### src/rtl/memory_arbiter.sv
// -----------------------------------------------------------------------------
// memory_arbiter
//
// Shares one CPU-style memory port between two masters (for example an
// instruction-fetch port and a data/DMA port). Every side uses the same
// four-phase enable/ready handshake:
//   1. The requester raises enable, with the command held stable.
//   2. The responder raises ready.
//   3. The requester drops enable.
//   4. The responder drops ready.
//
// The arbiter picks a winner, latches that master's command onto the memory_*
// outputs, and runs exactly one downstream transaction. It then returns the
// read data and ready to the winner. Every output is a flop; no input reaches
// an output combinationally.
//
// Parameters
//   FIXED_PRIORITY  0: round-robin on a tie; 1: master 0 always wins a tie.
//
// Ports
//   clock, reset                    clock; asynchronous active-high reset
//   mN_address[31:0]                request byte address
//   mN_data_out[31:0]               write data
//   mN_data_size[1:0]               0 = byte, 1 = half, 2 = word
//   mN_enable, mN_operation         request strobe; 0 = read, 1 = write
//   mN_data_in[31:0], mN_ready      registered read data and completion strobe
//   memory_address/data_out/
//     data_size/operation           latched command of the granted master
//   memory_enable                   downstream request strobe
//   memory_data_in, memory_ready    downstream read data and completion
//   grant[1:0]                      one-hot owner {m1, m0}; 00 when idle
// -----------------------------------------------------------------------------
module memory_arbiter #(
    parameter int FIXED_PRIORITY = 0
) (
    input  logic        clock,
    input  logic        reset,

    input  logic [31:0] m0_address,
    input  logic [31:0] m0_data_out,
    input  logic [1:0]  m0_data_size,
    input  logic        m0_enable,
    input  logic        m0_operation,
    output logic [31:0] m0_data_in,
    output logic        m0_ready,

    input  logic [31:0] m1_address,
    input  logic [31:0] m1_data_out,
    input  logic [1:0]  m1_data_size,
    input  logic        m1_enable,
    input  logic        m1_operation,
    output logic [31:0] m1_data_in,
    output logic        m1_ready,

    output logic [31:0] memory_address,
    output logic [31:0] memory_data_out,
    output logic [1:0]  memory_data_size,
    output logic        memory_enable,
    output logic        memory_operation,
    input  logic [31:0] memory_data_in,
    input  logic        memory_ready,

    output logic [1:0]  grant
);

    typedef enum logic [1:0] {
        IDLE    = 2'd0,
        ACCESS  = 2'd1,
        RESPOND = 2'd2
    } state_t;

    state_t state_reg;
    logic   last_grant_reg;   // index of the master granted most recently
    logic   owner_reg;        // index of the master owning the current transaction

    logic   req_m0;
    logic   req_m1;
    logic   pick_m1;
    logic   owner_enable;

    // A master whose ready is still high is in its own release phase, so it
    // does not count as a new request.
    assign req_m0 = m0_enable & ~m0_ready;
    assign req_m1 = m1_enable & ~m1_ready;

    always_comb begin
        pick_m1 = 1'b0;
        if (req_m0 && req_m1) begin
            if (FIXED_PRIORITY != 0) begin
                pick_m1 = 1'b0;
            end else begin
                // Round-robin: on a tie, the master not served last time wins.
                pick_m1 = ~last_grant_reg;
            end
        end else begin
            pick_m1 = req_m1;
        end
    end

    assign owner_enable = owner_reg ? m1_enable : m0_enable;

    always_ff @(posedge clock or posedge reset) begin
        if (reset) begin
            state_reg        <= IDLE;
            last_grant_reg   <= 1'b1;   // master 0 wins the first tie
            owner_reg        <= 1'b0;
            grant            <= 2'b00;
            m0_data_in       <= 32'h0;
            m0_ready         <= 1'b0;
            m1_data_in       <= 32'h0;
            m1_ready         <= 1'b0;
            memory_address   <= 32'h0;
            memory_data_out  <= 32'h0;
            memory_data_size <= 2'b00;
            memory_enable    <= 1'b0;
            memory_operation <= 1'b0;
        end else begin
            case (state_reg)
                IDLE: begin
                    // Do not start a new transaction while the responder is
                    // still finishing an earlier one, for example after a
                    // reset in mid-transaction.
                    if (!memory_ready && (req_m0 || req_m1)) begin
                        owner_reg        <= pick_m1;
                        last_grant_reg   <= pick_m1;
                        grant            <= pick_m1 ? 2'b10 : 2'b01;
                        memory_address   <= pick_m1 ? m1_address   : m0_address;
                        memory_data_out  <= pick_m1 ? m1_data_out  : m0_data_out;
                        memory_data_size <= pick_m1 ? m1_data_size : m0_data_size;
                        memory_operation <= pick_m1 ? m1_operation : m0_operation;
                        memory_enable    <= 1'b1;
                        state_reg        <= ACCESS;
                    end
                end

                ACCESS: begin
                    // The command stays latched. If the owner drops enable
                    // here, the downstream transaction still completes.
                    if (memory_ready) begin
                        if (!memory_operation) begin
                            if (owner_reg) begin
                                m1_data_in <= memory_data_in;
                            end else begin
                                m0_data_in <= memory_data_in;
                            end
                        end
                        if (owner_reg) begin
                            m1_ready <= 1'b1;
                        end else begin
                            m0_ready <= 1'b1;
                        end
                        memory_enable <= 1'b0;
                        state_reg     <= RESPOND;
                    end
                end

                RESPOND: begin
                    // Both handshakes must be released on the same edge. The
                    // two falls may happen in either order.
                    if (!owner_enable && !memory_ready) begin
                        m0_ready  <= 1'b0;
                        m1_ready  <= 1'b0;
                        grant     <= 2'b00;
                        state_reg <= IDLE;
                    end
                end

                default: begin
                    state_reg <= IDLE;
                end
            endcase
        end
    end

endmodule

### config.mk
export PLATFORM = sky130hd
export DESIGN_NAME = memory_arbiter
export DESIGN_NICKNAME = d
export VERILOG_FILES = /design/src/rtl/memory_arbiter.sv
export SDC_FILE = /design/constraint.sdc
export NUM_CORES = 1
export LEC_CHECK = 0
export CAP_MARGIN = 20
export CORE_ASPECT_RATIO = 0.7
export CORE_UTILIZATION = 40
export DETAILED_ROUTE_END_ITERATION = 6
export GPL_TIMING_DRIVEN = 0
export PLACE_DENSITY = 0.81
export SETUP_SLACK_MARGIN = 0.05
export SYNTH_ARGS = -nofsm -noshare
export SYNTH_HDL_FRONTEND = slang
export SYNTH_SLANG_ARGS = --single-unit
### constraint.sdc
create_clock -name clock -period 7 [get_ports clock]
set_clock_uncertainty 0.2 [all_clocks]
set_input_delay 1.4 -clock clock [delete_from_list [all_inputs] [get_ports clock]]
set_output_delay 1.4 -clock clock [all_outputs]
set_load 0.01 [all_outputs]
==> metrics <==
CTS Buf Count=17; clk slew on worst S/H paths=about 0.060 ns; Total Nets Final=920; setup violators final=0; CTS max path bufs=2; post-route ant nets=0; cell area after layout=about 0.0099 mm^2; core area=roughly 0.014 mm^2; first-pass GRT wire length=29300 um; placed instance count=920; largest fanout on the critical path=10; CP max stage cell=clkdlybuf4s50_1; Vias/cell=between 5 and 6; Post-CTS Setup Repair Bufs=0; Setup TNS=0 ns; chip height=104 um; final wirelength=18700 um; die area=0.0154 mm^2; hold buffer count at cts=0; Worst EP arrival=3.39 ns; first-pass detailed-route iteration total=4; Place WS=between 3 and 4 ns; clk_lat worst skew=around 0.40 ns; max-slew headroom at the worst pin=between 50% and 60%; CTS tree=yes; Startpoint Class=input port; total congestion overflow=0; Top FF cell, synth=dfrtp_1; IO Count=307; worst vdd ir=208 uV; CP peak stage delay=0.54 ns; PortBufs=306; Seq cells post-synth=140; # H-tree levels=4; P per Cell Area=421 mW/mm^2; Root Driver=clkbuf_16; largest net degree at the start of global routing=86; layout cell share with drive strength beyond 1=16.0%; Post-synth EDFFs=0; Syn. warnings=0; Net Count, Synth=~600; Tmin final=between 3 and 4 ns; final setup margin=roughly 3.7 ns; CP Data Required Time=7.09 ns; outcome=complete, no violations; vias in the first global route=5271; initial antenna violation count=0; CP Capture Type=register; final max-slew violation count=0; Die Width=around 150 um; hold_ws=0.280 ns; fin crit share=47.1%; synthesized instance count=approximately 420; register area share after synthesis=59.0%; Global Route Usage Sum=24.8%; initial core utilization=41.9%; Iteration-0 DRC Markers=281; leakage=4.17 nW; library cells used by synthesis=34; Sink Count=140; # rows=36; Crit Path Category=in -> reg; DRC violations left=0; mapped cell area=0.00594 mm^2; DP HPWL=approximately 14000 um; DR vias=5134; total power=4.14 mW; RePlAce Congestion=0.867; number of max-cap violations=0; syn_area_per_cell=14.0 um^2; hold crit path type=reg -> reg; Placed Area=between 0.009 and 0.01 mm^2; crit-path most repeated cell=buf_2; final cell utilization of the core=a little over two thirds; Max Clk Rate=304 MHz; Least-Margin Pin Slew=0.635 ns; crit path cell chain=clkdlybuf4s50_1, nor3_4, o21ai_1, buf_2, buf_2, a221o_1; async set or reset register ratio after synthesis=100%; Synth area leader=dfrtp_1; unrepaired setup endpoints after global routing=false; drt wl/cell=about 20 um; area grow syn2layout=65.9%; Post-Layout Cell Count=between 900 and 1000; Area contributors post-synth=dfrtp_1 (59%), mux2_2 (11%), a221o_1 (10%), and4_1 (9.1%), buf_2 (1.3%); post-CTS sizing=0; Ant. Diodes=0; Hold Fails Final Rpt=0; Synth top area share=roughly 59%
## layout by cell type (no fill, tap or decap), types with 3 or more instances in the layout
cell               n
mux2_2            60
clkbuf_16         17
buf_4              3
dfrtp_1          139
o221ai_1           5
buf_6              3
and4_1            62
inv_6              6
inv_1             14
clkdlybuf4s50_1  306
nand4_1            5
clkinv_4           3
a221o_1           62
buf_2             16
clkbuf_1          19
mux2_1             5
## worst max-delay path, delay by kind of cell
kind | cells | cell delay (ns)
compound gates | 2 | 0.51
buf+inv | 3 | 1.00
simple gates | 1 | 0.46
## cell type report
class	instances	area (um^2)
repair buffers	307	3090
inverters	15	61.3
clock inverters	13	129
fillers	1000	4330
well taps	190	238
clock buffers	19	453
plain buffers	42	213
flip-flops and latches	140	3500
multi-input cells	226	2170
## power by group
| part | total [mW] | switching (mW) | internal (mW) |
|---|---|---|---|
| sequential | 1.44 | 0.246 | 1.20 |
| clock | 0.881 | 0.365 | 0.517 |
| combinational | 1.82 | 0.734 | 1.09 |
| total | 4.14 | 1.34 | 2.80 |
## kinds of logic (layout without fill, tap and decap cells)
group,Yosys count,after routing,synth area share [%]
buffers and inverters,57,396,4.53
muxes,65,65,12.3
and+or+nand+nor,84,84,11.8
DFF,140,140,59.0
AOI/OAI and AO/OA,77,77,12.3
## cells in the mapped netlist, types with 2 or more instances
master    count
dfrtp_1     139
a221o_1      62
and4_1       62
mux2_2       60
clkbuf_1     19
buf_2        16
inv_1        15
mux2_1        5
nand4_1       5
o221ai_1      5
buf_4         3
buf_6         3
a21o_1        2
nand2_1       2
nand3_1       2
nor2b_1       2
nor3_1        2
o21ai_0       2
o31ai_1       2
## worst paths after layout
kind | from | end | slack [ns] | cells after the start
setup / recovery | memory_ready | memory_address[24] | 3.71 | 6
max in group asynchronous | reset | memory_data_size[0] | 4.59 | 3
hold / removal | memory_enable | memory_enable | 0.28 | 2
min in group asynchronous | reset | memory_data_out[10] | 1.22 | 2
hold reg to reg | memory_enable | memory_enable | 0.28 | 2
setup reg to reg | state_reg[0] | memory_address[24] | 4.75 | 5
## routing by layer
layer	share of wire [%]	global-route usage, %
met5	0	0
met4	2.5	9.79
met3	7.2	6.32
met2	49	40.6
met1	42	31.5
(Power assumes the default switching activity.)
